`src/rtl/rgmii_phy_init_ctrl_if.sv`:
```
`default_nettype none
// ============================================================================
// Module : rgmii_phy_init_ctrl_if
// Brief  : Clause-22 MDIO management bus (MDC, split MDIO data/tristate).
// Rev    : 1.0 - initial release
// ============================================================================
interface rgmii_phy_init_ctrl_if;
    logic mdc;
    logic mdio_o;
    logic mdio_t;
    logic mdio_i;

    modport master (
        output mdc,
        output mdio_o,
        output mdio_t,
        input  mdio_i
    );

    modport slave (
        input  mdc,
        input  mdio_o,
        input  mdio_t,
        output mdio_i
    );
endinterface
`default_nettype wire

```
`src/rtl/rgmii_phy_init_ctrl.sv`:
```
`default_nettype none
// ============================================================================
// Module : rgmii_phy_init_ctrl
// Brief  : RGMII PHY bring-up: hardware reset, MDIO config writes, BMSR polling.
// Rev    : 1.0 - initial release
// ============================================================================
module rgmii_phy_init_ctrl #(
    parameter int         MDC_DIV       = 25,
    parameter int         RESET_CYCLES  = 1250000,
    parameter int         SETTLE_CYCLES = 6250000,
    parameter int         POLL_CYCLES   = 12500000,
    parameter logic [4:0] PHY_ADDR      = 5'd0,
    parameter int         NUM_CFG       = 2,
    parameter logic [21*((NUM_CFG > 0) ? NUM_CFG : 1)-1:0] CFG_TABLE = '0
) (
    input  wire                    clk,
    input  wire                    rst_n,
    input  wire                    restart,
    output logic                   phy_reset_n,
    rgmii_phy_init_ctrl_if.master  mdio,
    output logic                   cfg_done,
    output logic                   link_up,
    output logic                   busy
);

    localparam int c_NUM_ENT = (NUM_CFG > 0) ? NUM_CFG : 1;
    localparam int c_MAX_RS  = (RESET_CYCLES > SETTLE_CYCLES) ? RESET_CYCLES : SETTLE_CYCLES;
    localparam int c_MAX     = (c_MAX_RS > POLL_CYCLES) ? c_MAX_RS : POLL_CYCLES;
    localparam int c_CNT_W   = (c_MAX > 1) ? $clog2(c_MAX) : 1;
    localparam int c_DIV_W   = $clog2(MDC_DIV);

    localparam logic [c_CNT_W-1:0] c_RST_LAST  = c_CNT_W'(RESET_CYCLES - 1);
    localparam logic [c_CNT_W-1:0] c_SET_LAST  = c_CNT_W'(SETTLE_CYCLES - 1);
    localparam logic [c_CNT_W-1:0] c_POLL_LAST = c_CNT_W'(POLL_CYCLES - 1);
    localparam logic [c_DIV_W-1:0] c_DIV_LAST  = c_DIV_W'(MDC_DIV - 1);
    localparam logic [3:0]         c_IDX_LAST  = 4'(NUM_CFG - 1);
    localparam logic [6:0]         c_HALF_LAST = 7'd127;

    typedef enum logic [2:0] {
        ST_RST_ASSERT = 3'd0,
        ST_SETTLE     = 3'd1,
        ST_CFG_WR     = 3'd2,
        ST_POLL_RD    = 3'd3,
        ST_POLL_WAIT  = 3'd4
    } state_t;

    state_t               r_state;
    state_t               w_state_nxt;
    logic [c_CNT_W-1:0]   r_dly_cnt;
    logic [3:0]           r_cfg_idx;
    logic                 r_phy_rst_n;
    logic                 r_cfg_done;
    logic                 r_link_up;
    logic                 r_busy;
    logic                 r_mdc;
    logic                 r_mdio_o;
    logic                 r_mdio_t;
    logic                 r_is_rd;
    logic [c_DIV_W-1:0]   r_div;
    logic [6:0]           r_half;
    logic [63:0]          r_tx;
    logic [15:0]          r_rx;

    logic                 w_cnt_clr;
    logic                 w_start;
    logic                 w_start_rd;
    logic                 w_set_cfg_done;
    logic                 w_idx_inc;
    logic                 w_rst_rel;
    logic                 w_frame_end;
    logic [20:0]          w_entry;
    logic [63:0]          w_frame;
    logic [5:0]           w_next_bit;

    assign w_frame_end = r_busy && (r_div == c_DIV_LAST) && (r_half == c_HALF_LAST);
    assign w_next_bit  = r_half[6:1] + 6'd1;

    always_comb begin
        w_entry = '0;
        for (int i = 0; i < c_NUM_ENT; i++) begin
            if (r_cfg_idx == i[3:0]) begin
                w_entry = CFG_TABLE[21*i +: 21];
            end
        end
    end

    // Read frames carry 1s in the released TA/DATA slots so mdio_o idles high
    assign w_frame = w_start_rd
        ? {32'hFFFF_FFFF, 2'b01, 2'b10, PHY_ADDR, 5'd1, 2'b11, 16'hFFFF}
        : {32'hFFFF_FFFF, 2'b01, 2'b01, PHY_ADDR, w_entry[20:16], 2'b10, w_entry[15:0]};

    always_comb begin
        w_state_nxt    = r_state;
        w_cnt_clr      = 1'b0;
        w_start        = 1'b0;
        w_start_rd     = 1'b0;
        w_set_cfg_done = 1'b0;
        w_idx_inc      = 1'b0;
        w_rst_rel      = 1'b0;
        case (r_state)
            ST_RST_ASSERT: begin
                if (r_dly_cnt == c_RST_LAST) begin
                    w_state_nxt = ST_SETTLE;
                    w_cnt_clr   = 1'b1;
                    w_rst_rel   = 1'b1;
                end
            end
            ST_SETTLE: begin
                if (r_dly_cnt == c_SET_LAST) begin
                    w_cnt_clr = 1'b1;
                    if (NUM_CFG == 0) begin
                        w_state_nxt    = ST_POLL_WAIT;
                        w_set_cfg_done = 1'b1;
                    end else begin
                        w_state_nxt = ST_CFG_WR;
                        w_start     = 1'b1;
                    end
                end
            end
            ST_CFG_WR: begin
                w_cnt_clr = 1'b1;
                if (!r_busy) begin
                    w_start = 1'b1;
                end else if (w_frame_end) begin
                    if (r_cfg_idx == c_IDX_LAST) begin
                        w_state_nxt    = ST_POLL_RD;
                        w_set_cfg_done = 1'b1;
                    end else begin
                        w_idx_inc = 1'b1;
                    end
                end
            end
            ST_POLL_RD: begin
                w_cnt_clr  = 1'b1;
                w_start_rd = 1'b1;
                if (!r_busy) begin
                    w_start = 1'b1;
                end else if (w_frame_end) begin
                    w_state_nxt = ST_POLL_WAIT;
                end
            end
            ST_POLL_WAIT: begin
                w_start_rd = 1'b1;
                if (r_dly_cnt == c_POLL_LAST) begin
                    w_cnt_clr   = 1'b1;
                    w_state_nxt = ST_POLL_RD;
                    w_start     = 1'b1;
                end
            end
            default: begin
                w_state_nxt = ST_RST_ASSERT;
                w_cnt_clr   = 1'b1;
            end
        endcase
    end

    always_ff @(posedge clk or negedge rst_n) begin
        if (!rst_n) begin
            r_state     <= ST_RST_ASSERT;
            r_dly_cnt   <= '0;
            r_cfg_idx   <= '0;
            r_phy_rst_n <= 1'b0;
            r_cfg_done  <= 1'b0;
            r_link_up   <= 1'b0;
            r_busy      <= 1'b0;
            r_mdc       <= 1'b0;
            r_mdio_o    <= 1'b1;
            r_mdio_t    <= 1'b1;
            r_is_rd     <= 1'b0;
            r_div       <= '0;
            r_half      <= '0;
            r_tx        <= '1;
            r_rx        <= '0;
        end else if (restart) begin
            r_state     <= ST_RST_ASSERT;
            r_dly_cnt   <= '0;
            r_cfg_idx   <= '0;
            r_phy_rst_n <= 1'b0;
            r_cfg_done  <= 1'b0;
            r_link_up   <= 1'b0;
            r_busy      <= 1'b0;
            r_mdc       <= 1'b0;
            r_mdio_o    <= 1'b1;
            r_mdio_t    <= 1'b1;
            r_is_rd     <= 1'b0;
            r_div       <= '0;
            r_half      <= '0;
            r_tx        <= '1;
            r_rx        <= '0;
        end else begin
            r_state   <= w_state_nxt;
            r_dly_cnt <= w_cnt_clr ? '0 : r_dly_cnt + 1'b1;
            if (w_rst_rel)      r_phy_rst_n <= 1'b1;
            if (w_set_cfg_done) r_cfg_done  <= 1'b1;
            if (w_idx_inc)      r_cfg_idx   <= r_cfg_idx + 4'd1;

            if (w_start) begin
                r_busy   <= 1'b1;
                r_div    <= '0;
                r_half   <= '0;
                r_mdc    <= 1'b0;
                r_mdio_o <= w_frame[63];
                r_mdio_t <= 1'b0;
                r_tx     <= {w_frame[62:0], 1'b1};
                r_is_rd  <= w_start_rd;
            end else if (r_busy) begin
                if (r_div == c_DIV_LAST) begin
                    r_div <= '0;
                    if (r_half == c_HALF_LAST) begin
                        r_busy   <= 1'b0;
                        r_mdc    <= 1'b0;
                        r_mdio_o <= 1'b1;
                        r_mdio_t <= 1'b1;
                        if (r_is_rd) r_link_up <= r_rx[2];
                    end else begin
                        r_half <= r_half + 7'd1;
                        r_mdc  <= ~r_mdc;
                        // Sample on the rising MDC edge, launch the next bit on the falling edge
                        if (!r_mdc) begin
                            r_rx <= {r_rx[14:0], mdio.mdio_i};
                        end else begin
                            r_mdio_o <= r_tx[63];
                            r_tx     <= {r_tx[62:0], 1'b1};
                            r_mdio_t <= r_is_rd && (w_next_bit >= 6'd46);
                        end
                    end
                end else begin
                    r_div <= r_div + 1'b1;
                end
            end
        end
    end

    assign phy_reset_n = r_phy_rst_n;
    assign cfg_done    = r_cfg_done;
    assign link_up     = r_link_up;
    assign busy        = r_busy;
    assign mdio.mdc    = r_mdc;
    assign mdio.mdio_o = r_mdio_o;
    assign mdio.mdio_t = r_mdio_t;

endmodule
`default_nettype wire
```
`src/flat_wrapper.sv`:
```
// flat-port wrapper written by rule: the top's interface ports become plain ports
module rgmii_phy_init_ctrl_flat 
#(
    parameter int         MDC_DIV       = 25,
    parameter int         RESET_CYCLES  = 1250000,
    parameter int         SETTLE_CYCLES = 6250000,
    parameter int         POLL_CYCLES   = 12500000,
    parameter logic [4:0] PHY_ADDR      = 5'd0,
    parameter int         NUM_CFG       = 2,
    parameter logic [21*((NUM_CFG > 0) ? NUM_CFG : 1)-1:0] CFG_TABLE = '0
)
  (clk, rst_n, restart, phy_reset_n, cfg_done, link_up, busy, mdio_mdc, mdio_mdio_o, mdio_mdio_t, mdio_mdio_i);
  rgmii_phy_init_ctrl_if mdio_i ();
  input  wire clk;
  input  wire rst_n;
  input  wire restart;
  output logic phy_reset_n;
  output logic cfg_done;
  output logic link_up;
  output logic busy;
  output wire logic [$bits(mdio_i.mdc)-1:0] mdio_mdc;
  output wire logic [$bits(mdio_i.mdio_o)-1:0] mdio_mdio_o;
  output wire logic [$bits(mdio_i.mdio_t)-1:0] mdio_mdio_t;
  input wire logic [$bits(mdio_i.mdio_i)-1:0] mdio_mdio_i;
  assign mdio_mdc = mdio_i.mdc;
  assign mdio_mdio_o = mdio_i.mdio_o;
  assign mdio_mdio_t = mdio_i.mdio_t;
  assign mdio_i.mdio_i = mdio_mdio_i;
  rgmii_phy_init_ctrl #(.MDC_DIV(MDC_DIV), .RESET_CYCLES(RESET_CYCLES), .SETTLE_CYCLES(SETTLE_CYCLES), .POLL_CYCLES(POLL_CYCLES), .PHY_ADDR(PHY_ADDR), .NUM_CFG(NUM_CFG), .CFG_TABLE(CFG_TABLE)) u_core (.clk(clk), .rst_n(rst_n), .restart(restart), .phy_reset_n(phy_reset_n), .mdio(mdio_i), .cfg_done(cfg_done), .link_up(link_up), .busy(busy));
endmodule
```
`config.mk`:
```
export PLATFORM = sky130hd
export DESIGN_NAME = rgmii_phy_init_ctrl_flat
export DESIGN_NICKNAME = d
export VERILOG_FILES = /design/src/rtl/rgmii_phy_init_ctrl_if.sv /design/src/rtl/rgmii_phy_init_ctrl.sv /design/src/flat_wrapper.sv
export SDC_FILE = /design/constraint.sdc
export NUM_CORES = 1
export LEC_CHECK = 0
export CORE_ASPECT_RATIO = 0.8
export CORE_MARGIN = 5
export CORE_UTILIZATION = 60
export DETAILED_ROUTE_END_ITERATION = 7
export PLACE_DENSITY = 0.77
export SLEW_MARGIN = 20
export SYNTH_ARGS = -nofsm -noshare
export SYNTH_HDL_FRONTEND = slang
export SYNTH_SLANG_ARGS = --single-unit
```
`constraint.sdc`:
```
create_clock -name clk -period 4.1 [get_ports clk]
set_input_delay 0.82 -clock clk [delete_from_list [all_inputs] [get_ports clk]]
set_output_delay 0.82 -clock clk [all_outputs]
set_load 0.05 [all_outputs]
```
# Word level (Yosys, flattened, before mapping)

Index checks and enable logic that the tools add are counted.

Input port bits: 4
Output and inout port bits: 7
Flip-flop bits (word level): 118

Mux-type cells: 86
Eq/ne operators: 22
Order comparisons: 1
Bitwise gates (word level): 1
Add/subtract/negate cells: 5
Reductions and logical operators: 25

Operators by type and width:

| operator                                                                 | count |
|---|---|
| 64-bit 2-to-1 mux                                                        | 6 |
| 1-bit 2-to-1 mux                                                         | 48 |
| 24-bit 2-to-1 mux                                                        | 2 |
| 3-bit 2-to-1 mux                                                         | 15 |
| 7-bit 2-to-1 mux                                                         | 5 |
| 30-bit 2-to-1 mux                                                        | 1 |
| 3-bit by 2-bit inequality test with 1-bit output (second input constant) | 9 |
| 24-bit by 1-bit adder with 24-bit output (second input constant)         | 1 |
| 24-bit by 21-bit == test with 1-bit output (second input constant)       | 1 |
| 24-bit by 23-bit == test with 1-bit output (second input constant)       | 1 |
| 24-bit == test (second input constant)                                   | 1 |
| 5-bit 2-to-1 mux                                                         | 4 |
| 2-bit nonzero test                                                       | 8 |
| 3-bit one-hot mux with 5 select lines                                    | 1 |
| 5-bit AND reduction                                                      | 2 |
| 3-bit nonzero test                                                       | 3 |
| 4-bit 2-to-1 mux                                                         | 2 |
| 8-bit AND reduction                                                      | 1 |
| 7-bit by 1-bit adder with 7-bit output (second input constant)           | 1 |
| 7-bit == test (second input constant)                                    | 1 |
| 6-bit by 1-bit adder with 6-bit output (second input constant)           | 1 |
| 3-bit by 2-bit == test with 1-bit output (second input constant)         | 2 |
| 6-bit greater-or-equal comparator (second input constant)                | 1 |
| 2-bit inequality test (second input constant)                            | 3 |
| other kinds (15)                                                         | 20 |

# Longest topological paths before layout

Gate-level depths: netlist (run 1).

Depth in word-level cells: 9
Depth in mapped cells: 9

# Least setup slack after synthesis (run 1)

Ideal clock, no wire load.

Path kind: reg-to-reg
From: register u_core.r_busy, in the netlist u_core.busy
To: register u_core.r_rx[0]
Arrival: 1920 ps
Period minus slack after synthesis: 1999 ps
Setup slack: 2101 ps
Path buffers: 1
Stages on the path, launching flop included: 6
Cells stage by stage: dfrtp_1 -> buf_2 -> nand3_1 -> or3_1 -> nor3_2 -> mux2i_1

Cells in the longest elaborated chain, start to end: 4
Elaborated cells on any way between the ends: 5
Classes of those cells: 1 x eq/ne; 2 x mux; 2 x reduce/logical

RTL lines:

| item                                   | line                                                   | RTL |
|---|---|---|
| start: declaration                     | rgmii_phy_init_ctrl.sv:54                              | `logic r_busy;` |
| start signal: assignment               | rgmii_phy_init_ctrl.sv:165                             | `r_busy <= 1'b0;` |
| start signal: assignment               | rgmii_phy_init_ctrl.sv:181                             | `r_busy <= 1'b0;` |
| start signal: assignment               | rgmii_phy_init_ctrl.sv:198                             | `r_busy <= 1'b1;` |
| 1-bit 2-to-1 mux                       | rgmii_phy_init_ctrl.sv:122, rgmii_phy_init_ctrl.sv:136 |  |
| 1-bit one-hot mux with 3 select lines  | rgmii_phy_init_ctrl.sv:100                             | `case (r_state)` |
| 2-bit inequality test (no source line) | --                                                     |  |
| 5-bit AND reduction (no source line) * | --                                                     |  |
| end signal: assignment                 | rgmii_phy_init_ctrl.sv:220                             | `r_rx <= {r_rx[14:0], mdio.mdio_i};` |
| end: declaration                       | rgmii_phy_init_ctrl.sv:62                              | `logic [15:0] r_rx;` |

Every way passes the cells marked *; elsewhere a longest branch is shown, timed or not.
A chain may end at the register's enable or synchronous reset.

# Worst setup path after layout (run 1)

From: register u_core.r_half[1]
To: register u_core.r_mdio_t, in the netlist u_core.mdio.mdio_t

Cells in the longest elaborated chain, start to end: 9
Elaborated cells on any way between the ends: 12
Classes of those cells: 1 x add/sub; 1 x order compare; 1 x eq/ne; 6 x mux; 3 x reduce/logical

RTL lines:

| item                                   | line                       | RTL |
|---|---|---|
| start: declaration                     | rgmii_phy_init_ctrl.sv:60  | `logic [6:0] r_half;` |
| start signal: assignment               | rgmii_phy_init_ctrl.sv:216 | `r_half <= r_half + 7'd1;` |
| 6-bit by 1-bit adder with 6-bit output | rgmii_phy_init_ctrl.sv:76  | `assign w_next_bit = r_half[6:1] + 6'd1;` |
| 6-bit greater-or-equal comparator      | rgmii_phy_init_ctrl.sv:224 | `r_mdio_t <= r_is_rd && (w_next_bit >= 6'd46);` |
| 1-bit logical AND                      | rgmii_phy_init_ctrl.sv:224 |  |
| 1-bit 2-to-1 mux                       | rgmii_phy_init_ctrl.sv:219 | `if (!r_mdc) begin` |
| 1-bit 2-to-1 mux                       | rgmii_phy_init_ctrl.sv:209 | `if (r_half == c_HALF_LAST) begin` |
| 1-bit 2-to-1 mux                       | rgmii_phy_init_ctrl.sv:207 | `if (r_div == c_DIV_LAST) begin` |
| 1-bit 2-to-1 mux                       | rgmii_phy_init_ctrl.sv:206 | `end else if (r_busy) begin` |
| 1-bit 2-to-1 mux                       | rgmii_phy_init_ctrl.sv:197 | `if (w_start) begin` |
| 1-bit 2-to-1 mux                       | rgmii_phy_init_ctrl.sv:174 | `end else if (restart) begin` |
| end signal: assignment                 | rgmii_phy_init_ctrl.sv:224 |  |
| end: declaration                       | rgmii_phy_init_ctrl.sv:57  | `logic r_mdio_t;` |

Several ways; a longest one is shown, not always the timed one. The select of a mux whose other input is x is not followed.

==> results of run 1 <==
-- cells in the mapped netlist, types with 3 or more instances --
master,n
a21oi_1,13
a31oi_1,23
and3_1,7
and4_1,4
and4bb_1,3
buf_2,15
buf_4,6
clkbuf_1,16
dfrtp_1,52
dfstp_2,65
ha_1,8
inv_1,11
mux2i_1,18
nand2_1,133
nand3_1,50
nand4_1,12
nor2_1,34
nor3_1,29
nor3b_1,5
nor4_1,7
nor4_4,3
o21a_1,3
o21ai_0,9
o21ai_1,9
or3_1,3
xnor2_1,20
xor2_1,10
-- routing by layer --
metal | GRT usage [%] | vias to the layer above
met5 | 0 | -
met4 | 9.15 | 0
met3 | 6.75 | 23
met2 | 32.5 | 109
met1 | 28.9 | 2102
li1 | - | 2085
-- power by group --
part | total, mW | internal [mW] | switching, mW
registers | 1.25 | 1.22 | 0.0326
logic | 0.149 | 0.0469 | 0.102
clock network | 1.44 | 0.930 | 0.509
-- layout make-up --
type,count,share of cell area (%)
sequential,117,46.8
multi-input combinational,437,39.4
clock buffer,21,7.31
tap,119,2.31
timing repair buffer,13,1.92
clock inverter,10,1.61
inverter,12,0.700
-- state kept, by name, summed over array words and instances (netlist names), 3 cells and up --
| register | cells |
|---|---|
| u_core.r_tx | 63 |
| u_core.r_dly_cnt | 24 |
| u_core.r_half | 7 |
| u_core.r_div | 5 |
| u_core.r_cfg_idx | 4 |
| u_core.r_rx | 3 |
| u_core.r_state | 3 |
-- cells by family after synthesis --
kind of cell / synth area share (%)
adders and majority gates: 1.74
DFF: 52.2
muxes: 3.32
xor gates and xnor gates: 4.56
AOI/OAI and AO/OA: 7.27
and+or+nand+nor: 27.0
buffers and inverters: 3.97
-- worst max-delay path, delay by kind of cell (launching register included) --
family                   cells  cell delay, ps
flip-flops                   1             440
AO/OA/AOI/OAI                2             660
AND/OR/NAND/NOR              3            1310
adder cells (fa/ha/maj)      1             270
-- how the worst max path moves through the flow --
| stage | start | end | slack, ps | cells after the start |
|---|---|---|---|---|
| 6_report | u_core.r_half[1] | u_core.mdio.mdio_t | 1310 | 6 |
| 5_1_grt | u_core.r_half[1] | u_core.mdio.mdio_t | 1010 | 6 |
| 4_1_cts | u_core.r_half[1] | u_core.mdio.mdio_t | 1340 | 6 |
| 3_5_place_dp | restart | u_core.r_tx[17] | 960 | 4 |
| 3_3_place_gp | restart | u_core.r_tx[14] | 1130 | 4 |
| 2_1_floorplan | u_core.busy | u_core.r_rx[0] | 2100 | 5 |
==> flow_metrics.env, run 1 <==
export IMPL_cts_max_path_buffers=2
export IMPL_die_h_um=97.7
export IMPL_relSlewSlack_pct=33.2
export IMPL_critPathKind="reg2reg"
export IMPL_coreArea_um2=9530
export IMPL_clk_pin_slew_ps=50
export IMPL_place_hpwl_um=7020
export IMPL_ys_async_sr_fraction_pct=100
export IMPL_layout_common_cells="133 x nand2_1, 65 x dfstp_2, 52 x dfrtp_1"
export IMPL_fin_nets=610
export IMPL_setup_viol=0
export IMPL_cts_buffers=17
export IMPL_antenna_cells=0
export IMPL_grt_max_degree=92
export IMPL_first_pass_iters=6
export IMPL_netlist_area_leader_share_pct=29.6
export IMPL_synth_cells=604
export IMPL_fin_skew_ps=6.55
export IMPL_crit_path_end_kind="flop"
export IMPL_viasPerCell=5.92
export IMPL_cts_max_level=4
export IMPL_std_cell_rows=32
export IMPL_highest_layer="met4"
export IMPL_vias=4319
export IMPL_grt_pass1_vias=4268
export IMPL_multi_input_area_um2=2530
export IMPL_wl_met3_um=527
export IMPL_layout_commonest_cell="nand2_1"
export IMPL_dpl_cell_area_um2=5860
export IMPL_ys_types=53
export IMPL_p_total_mw=2.84
export IMPL_finalHoldViolations=0
export IMPL_max_stage_delay_ps=840
export IMPL_final_cells=729
export IMPL_hold_class="in2async"
export IMPL_cts_sinks=117
export IMPL_cp_start_kind="flop"
export IMPL_max_freq_mhz=359
export IMPL_setup_tns_ps=0
export IMPL_area_delta_synth_final_pct=11.6
export IMPL_period_share_pct=67.9
export IMPL_utilization_pct=67.5
export IMPL_grt_util_all_layers_pct=21.6
export IMPL_final_area_um2=6440
export IMPL_clk_insertion_delay_late_ps=420
export IMPL_drc_errors=0
export IMPL_syn_nets=616
export IMPL_fillCellCount=720
export IMPL_cts_hold_buf=0
export IMPL_synth_area_leaders="dfstp_2 30%, dfrtp_1 23%, nand2_1 8.7%"
export IMPL_synth_edf_count=0
export IMPL_worst_pin_slew_ps=1000
export IMPL_ys_flop_type="dfstp_2"
export IMPL_wl_met1_um=5400
export IMPL_io_buffers=10
export IMPL_synth_seq_cells=117
export IMPL_grt_antenna_before_repair=0
export IMPL_post_route_min_period_ps=2790
export IMPL_netlist_area_um2=5770
export IMPL_die_area_um2=11700
export IMPL_cts_tree="yes"
export IMPL_yosysWarnings=0
export IMPL_ys_seq_area_share_pct=52.2
export IMPL_grt_pass1_wl_um=20500
export IMPL_required_ps=4430
export IMPL_cts_setup_buffers=0
export IMPL_maxCapViolations=0
export IMPL_gr_total_overflow=0
export IMPL_initial_core_util_pct=60.5
export IMPL_fin_ws_ps=1310
export IMPL_crit_chain="ha_1 > nand4_1 > or2_0 > nand3_2 > a221oi_1 > o31ai_1"
export IMPL_status="finished clean"
export IMPL_dpl_worst_slack_ps=962
export IMPL_irDropWorstVdd_mv=0.279
export IMPL_arrival_ps=3110
export IMPL_wirelength_um=11500
export IMPL_dpl_cell_count=698
export IMPL_avgSynthCellArea_um2=9.55
export IMPL_die_w_um=120
export IMPL_drt_iter0_drc=483
export IMPL_clock_root_buffer="clkbuf_16"
export IMPL_wire_per_inst_um=15.7
export IMPL_rsz0062_at_grt="false"
export IMPL_reg2reg_slack_ps=1310
export IMPL_synth_top_cell_by_area="dfstp_2"
export IMPL_cp_slowest_cell="nand3_2"
export IMPL_rr_startpoint="u_core.r_half[1]"
export IMPL_drive_gt1_share_pct=18.4
export IMPL_crit_reg2reg_capture="u_core.mdio.mdio_t"
export IMPL_slew_violations=0
export IMPL_cts_resized=0
export IMPL_io_pins=11
export IMPL_gp_congestion=0.855
export IMPL_seqCellArea_um2=3010
export IMPL_r2r_cells=6
export IMPL_p_leak_nw=2.72
export IMPL_powerDensity_nw_per_um2=441
export IMPL_postRouteAntennaNets=0
export IMPL_crit_fanout=54
export IMPL_holdWs_ps=474
export IMPL_route_met2_wl_um=5340
No activity file was read; power rests on OpenSTA's default activity.
==> run 2, diff against run 1 <==
Settings changed: CORE_UTILIZATION 60 to 56, PLACE_DENSITY 0.77 to 0.76.
Clock period 4.1 ns to 2.4 ns, I/O delays scaled along.
==> run 2 against run 1 <==
Compared with the run above: sequential share of layout area is 1.4 points lower; core utilization is 2.2 points lower; count of clock-buffer cells in the layout is 3 lower.
==> flow_metrics.env, run 2 (synthesized netlist as in run 1, its figures left out) <==
export IMPL_crit_family="buffers and inverters"
export IMPL_clk_insertion_delay_late_ps=410
export IMPL_crit_fanout=2
export IMPL_cts_max_path_buffers=2
export IMPL_wirelength_um=12100
export IMPL_first_pass_iters=5
export IMPL_critPathKind="reg2out"
export IMPL_drc_errors=0
export IMPL_viasPerCell=5.77
export IMPL_cts_resized=0
export IMPL_fillCellCount=800
export IMPL_die_area_um2=12400
export IMPL_cts_setup_buffers=0
export IMPL_fin_nets=626
export IMPL_powerDensity_nw_per_um2=737
export IMPL_finalHoldViolations=0
export IMPL_relSlewSlack_pct=62.0
export IMPL_rsz0062_at_grt="false"
export IMPL_grt_pass1_wl_um=21200
export IMPL_p_leak_nw=2.82
export IMPL_cp_slowest_cell="clkdlybuf4s50_1"
export IMPL_gr_total_overflow=0
export IMPL_vias=4425
export IMPL_crit_path_end_kind="output port"
export IMPL_grt_pass1_vias=4396
export IMPL_cts_buffers=17
export IMPL_cts_sinks=117
export IMPL_arrival_ps=1770
export IMPL_crit_chain="clkdlybuf4s50_1"
export IMPL_cp_start_kind="flop"
export IMPL_largest_reg_flops=63
export IMPL_grt_antenna_before_repair=0
export IMPL_place_hpwl_um=7470
export IMPL_wire_per_inst_um=15.8
export IMPL_setup_tns_ps=0
export IMPL_postRouteAntennaNets=0
export IMPL_utilization_pct=65.3
export IMPL_io_pins=11
export IMPL_grt_max_degree=55
export IMPL_status="finished clean"
export IMPL_r2r_cells=6
export IMPL_grt_util_all_layers_pct=21.5
export IMPL_clock_root_buffer="clkbuf_16"
export IMPL_slew_violations=0
export IMPL_clk_pin_slew_ps=50
export IMPL_initial_core_util_pct=56.8
export IMPL_required_ps=1920
export IMPL_die_h_um=101
export IMPL_largestRegisters="u_core.r_tx (63), u_core.r_dly_cnt (24), u_core.r_half (7)"
export IMPL_cts_hold_buf=0
export IMPL_cts_max_level=4
export IMPL_io_buffers=10
export IMPL_post_route_min_period_ps=2250
export IMPL_critPathBufInv=1
export IMPL_area_delta_synth_final_pct=15.1
export IMPL_coreArea_um2=10200
export IMPL_cts_tree="yes"
export IMPL_top_register="u_core.r_tx"
export IMPL_maxCapViolations=0
export IMPL_max_stage_delay_ps=810
export IMPL_setup_viol=0
export IMPL_period_share_pct=93.6
export IMPL_layout_commonest_cell="nand2_1"
export IMPL_std_cell_rows=33
export IMPL_irDropWorstVdd_mv=0.613
export IMPL_drive_gt1_share_pct=20.7
export IMPL_crit_cells=1
export IMPL_antenna_cells=0
export IMPL_hold_class="in2async"
export IMPL_worst_pin_slew_ps=570
export IMPL_layout_common_cells="133 x nand2_1, 65 x dfstp_2, 52 x dfrtp_1"
export IMPL_max_freq_mhz=445
export IMPL_die_w_um=123
export IMPL_drt_iter0_drc=458
export IMPL_gp_congestion=0.872
export IMPL_fin_skew_ps=4.95
==> run 2: path summary, 6_finish.rpt <==
check,endpoint,slack [ps],from
setup / recovery,mdio_mdio_o,150,u_core.mdio.mdio_o
hold / removal,u_core.r_div[3],60,rst_n
setup reg to reg,u_core.r_div[4],230,u_core.r_dly_cnt[0]
hold reg to reg,u_core.r_tx[41],480,u_core.r_tx[40]
max in group asynchronous,u_core.r_dly_cnt[8],1600,rst_n
min in group clk,u_core.r_tx[41],480,u_core.r_tx[40]
==> run 2: cell type report <==
cell class,instances,area [um^2],share of cell area [%]
flip-flops and latches,117,3010,45.4
multi-input cells,437,2530,38.2
clock buffers,18,450,6.79
repair buffers,29,290,4.37
well taps,140,175,2.64
clock inverters,14,130,1.96
inverters,12,45.0,0.679
==> run 2: per-layer routing <==
layer	GRT usage [%]	share of wire, %
met1	29.7	45
met2	32.4	49
met3	3.98	3.9
met4	11.0	2.2
met5	0	0
==> run 2: report_power, final <==
| group | internal [mW] | switching [mW] | total (mW) |
|---|---|---|---|
| Combinational | 0.0948 | 0.182 | 0.277 |
| Sequential | 2.08 | 0.0538 | 2.13 |
| Clock | 1.57 | 0.906 | 2.48 |
==> run 2: stage by stage <==
step	hold slack (ps)	setup WS (ps)	std cells	power (mW)	area, um^2
final	58.5	154	767	4.89	6640
after global routing	97.7	95.8	767	5.05	6640
after CTS	70.0	135	767	4.92	6640
after detailed placement	475	252	735	2.44	6050
after global placement	471	305	735	2.43	6050
after floorplan	184	401	604	2.33	5770
==> run 3, diff against run 2 <==
Settings changed: CORE_UTILIZATION 56 to 57, PLACE_DENSITY 0.76 to 0.74.
Clock period 2.4 ns to 2.29 ns, I/O delays scaled along.
==> run 3 against run 2 <==
Compared with the run above: the flow now finishes with violations (hold timing); clock skew up 5.5 ps; count of clock-buffer cells in the layout increased by 3; register-to-register slack got worse by 190 ps; critical path depth up 4; combinational power is 7.9% higher; via count decreased by 0.66%; core utilization up 3.3 points; power is 9.8% higher; cell area is 1.0% higher; largest power group unchanged; worst setup slack got worse by 120 ps; final cell count decreased by 0.52%.
==> flow_metrics.env, run 3 (synthesized netlist as in run 1, its figures left out) <==
export IMPL_grt_antenna_before_repair=0
export IMPL_irDropWorstVdd_mv=0.541
export IMPL_vias=4396
export IMPL_area_delta_synth_final_pct=16.3
export IMPL_fin_ws_ps=36.0
export IMPL_grt_pass1_wl_um=20900
export IMPL_cts_resized=1
export IMPL_cts_tree="yes"
export IMPL_post_route_min_period_ps=2250
export IMPL_layout_common_cells="133 x nand2_1, 65 x dfstp_2, 52 x dfrtp_1"
export IMPL_die_area_um2=12200
export IMPL_p_total_mw=5.37
export IMPL_max_stage_delay_ps=510
export IMPL_rsz0062_at_grt="true"
export IMPL_p_leak_nw=2.84
export IMPL_io_buffers=10
export IMPL_cts_hold_buf=0
export IMPL_layout_commonest_cell="nand2_1"
export IMPL_gp_congestion=0.898
export IMPL_worst_pin_slew_ps=508
export IMPL_wire_per_inst_um=15.5
export IMPL_clk_insertion_delay_late_ps=410
export IMPL_top_register="u_core.r_tx"
export IMPL_die_w_um=122
export IMPL_final_cells=763
export IMPL_drc_errors=0
export IMPL_antenna_cells=0
export IMPL_std_cell_rows=32
export IMPL_slew_violations=0
export IMPL_postRouteAntennaNets=0
export IMPL_crit_chain="nor3b_1 > nand4_1 > nor4_4 > or3_1 > o21ai_0"
export IMPL_initial_core_util_pct=59.0
export IMPL_clock_root_buffer="clkbuf_16"
export IMPL_drt_iter0_drc=504
export IMPL_max_freq_mhz=444
export IMPL_critPathBufInv=0
export IMPL_place_hpwl_um=7550
export IMPL_utilization_pct=68.6
export IMPL_grt_util_all_layers_pct=21.4
export IMPL_crit_fanout=13
export IMPL_clk_pin_slew_ps=50
export IMPL_io_pins=11
export IMPL_setup_tns_ps=0
export IMPL_fin_nets=626
export IMPL_cts_sinks=117
export IMPL_required_ps=2600
export IMPL_crit_family="simple AND/OR/NAND/NOR gates"
export IMPL_first_pass_iters=6
export IMPL_setup_viol=0
export IMPL_crit_path_end_kind="flop"
export IMPL_status="finished, violations left"
export IMPL_wirelength_um=11800
export IMPL_critPathKind="reg2reg"
export IMPL_largest_reg_flops=63
export IMPL_reg2reg_slack_ps=40
export IMPL_drive_gt1_share_pct=19.9
export IMPL_arrival_ps=2560
export IMPL_gr_total_overflow=0
export IMPL_cts_buffers=17
export IMPL_maxCapViolations=0
export IMPL_holdWs_ps=-10.4
export IMPL_cts_max_level=4
export IMPL_grt_pass1_vias=4302
export IMPL_largestRegisters="u_core.r_tx (63), u_core.r_dly_cnt (24), u_core.r_half (7)"
export IMPL_coreArea_um2=9770
export IMPL_viasPerCell=5.76
export IMPL_failed_checks="hold timing"
export IMPL_cts_max_path_buffers=2
export IMPL_cp_start_kind="flop"
export IMPL_cts_setup_buffers=0
export IMPL_powerDensity_nw_per_um2=801
export IMPL_dpl_worst_slack_ps=133
export IMPL_cp_slowest_cell="nor4_4"
export IMPL_relSlewSlack_pct=66.0
export IMPL_fin_skew_ps=10.5
export IMPL_die_h_um=100
export IMPL_grt_max_degree=54
export IMPL_hold_class="in2async"
export IMPL_finalHoldViolations=9
export IMPL_period_share_pct=98.4
export IMPL_dpl_cell_count=731
==> run 3: changes by cell type in the layout (fill, tap and decap cells not counted), sizes merged <==
cell | previous run | this run
clkdlybuf4s50 | 9 | 8
clkinv | 9 | 6
inv | 14 | 11
dlygate4sd2 | 0 | 1
clkbuf | 18 | 21
bufinv | 2 | 5
==> run 3: power by group <==
part | internal [mW] | leakage, nW | switching (mW)
combinational | 0.103 | 1.13 | 0.196
clock | 1.94 | 0.306 | 0.895
sequential | 2.18 | 1.41 | 0.0511
total | 4.23 | 2.84 | 1.14
==> run 3: metrics by stage <==
stage / hold WS, ps / area [um^2]
floorplan: 162 / 5770
global placement: 420 / 6070
detailed placement: 430 / 6070
CTS: 2.09 / 6700
global route: 24.8 / 6700
finish: -10.4 / 6700
==> run 3: cell type report <==
| class | count | area [um^2] |
|---|---|---|
| fill | 749 | 3070 |
| multi-input combinational | 437 | 2530 |
| inverter | 12 | 45.0 |
| tap | 136 | 170 |
| clock inverter | 11 | 180 |
| clock buffer | 21 | 450 |
| sequential | 117 | 3010 |
| timing repair buffer | 29 | 314 |
==> run 3: metal layers <==
metal  GRT usage, %  vias up  wire length, um  part of all wire, %
li1               -     2120                -                    -
met1           30.0     2160             5650                   48
met2           32.6       97             5490                   46
met3           4.85       19              487                  4.1
met4           8.18        0              191                  1.6
met5              0        -                0                    0
==> run 3: final timing paths <==
check,start,endpoint,cells past startpoint
setup / recovery,u_core.r_dly_cnt[9],u_core.r_tx[20],5
hold / removal,rst_n,u_core.r_cfg_idx[0],1
setup reg to reg,u_core.r_dly_cnt[9],u_core.r_tx[20],5
hold reg to reg,u_core.r_tx[56],u_core.r_tx[56],2
max in group asynchronous,rst_n,u_core.r_tx[40],2
min in group clk,u_core.r_tx[56],u_core.r_tx[56],2
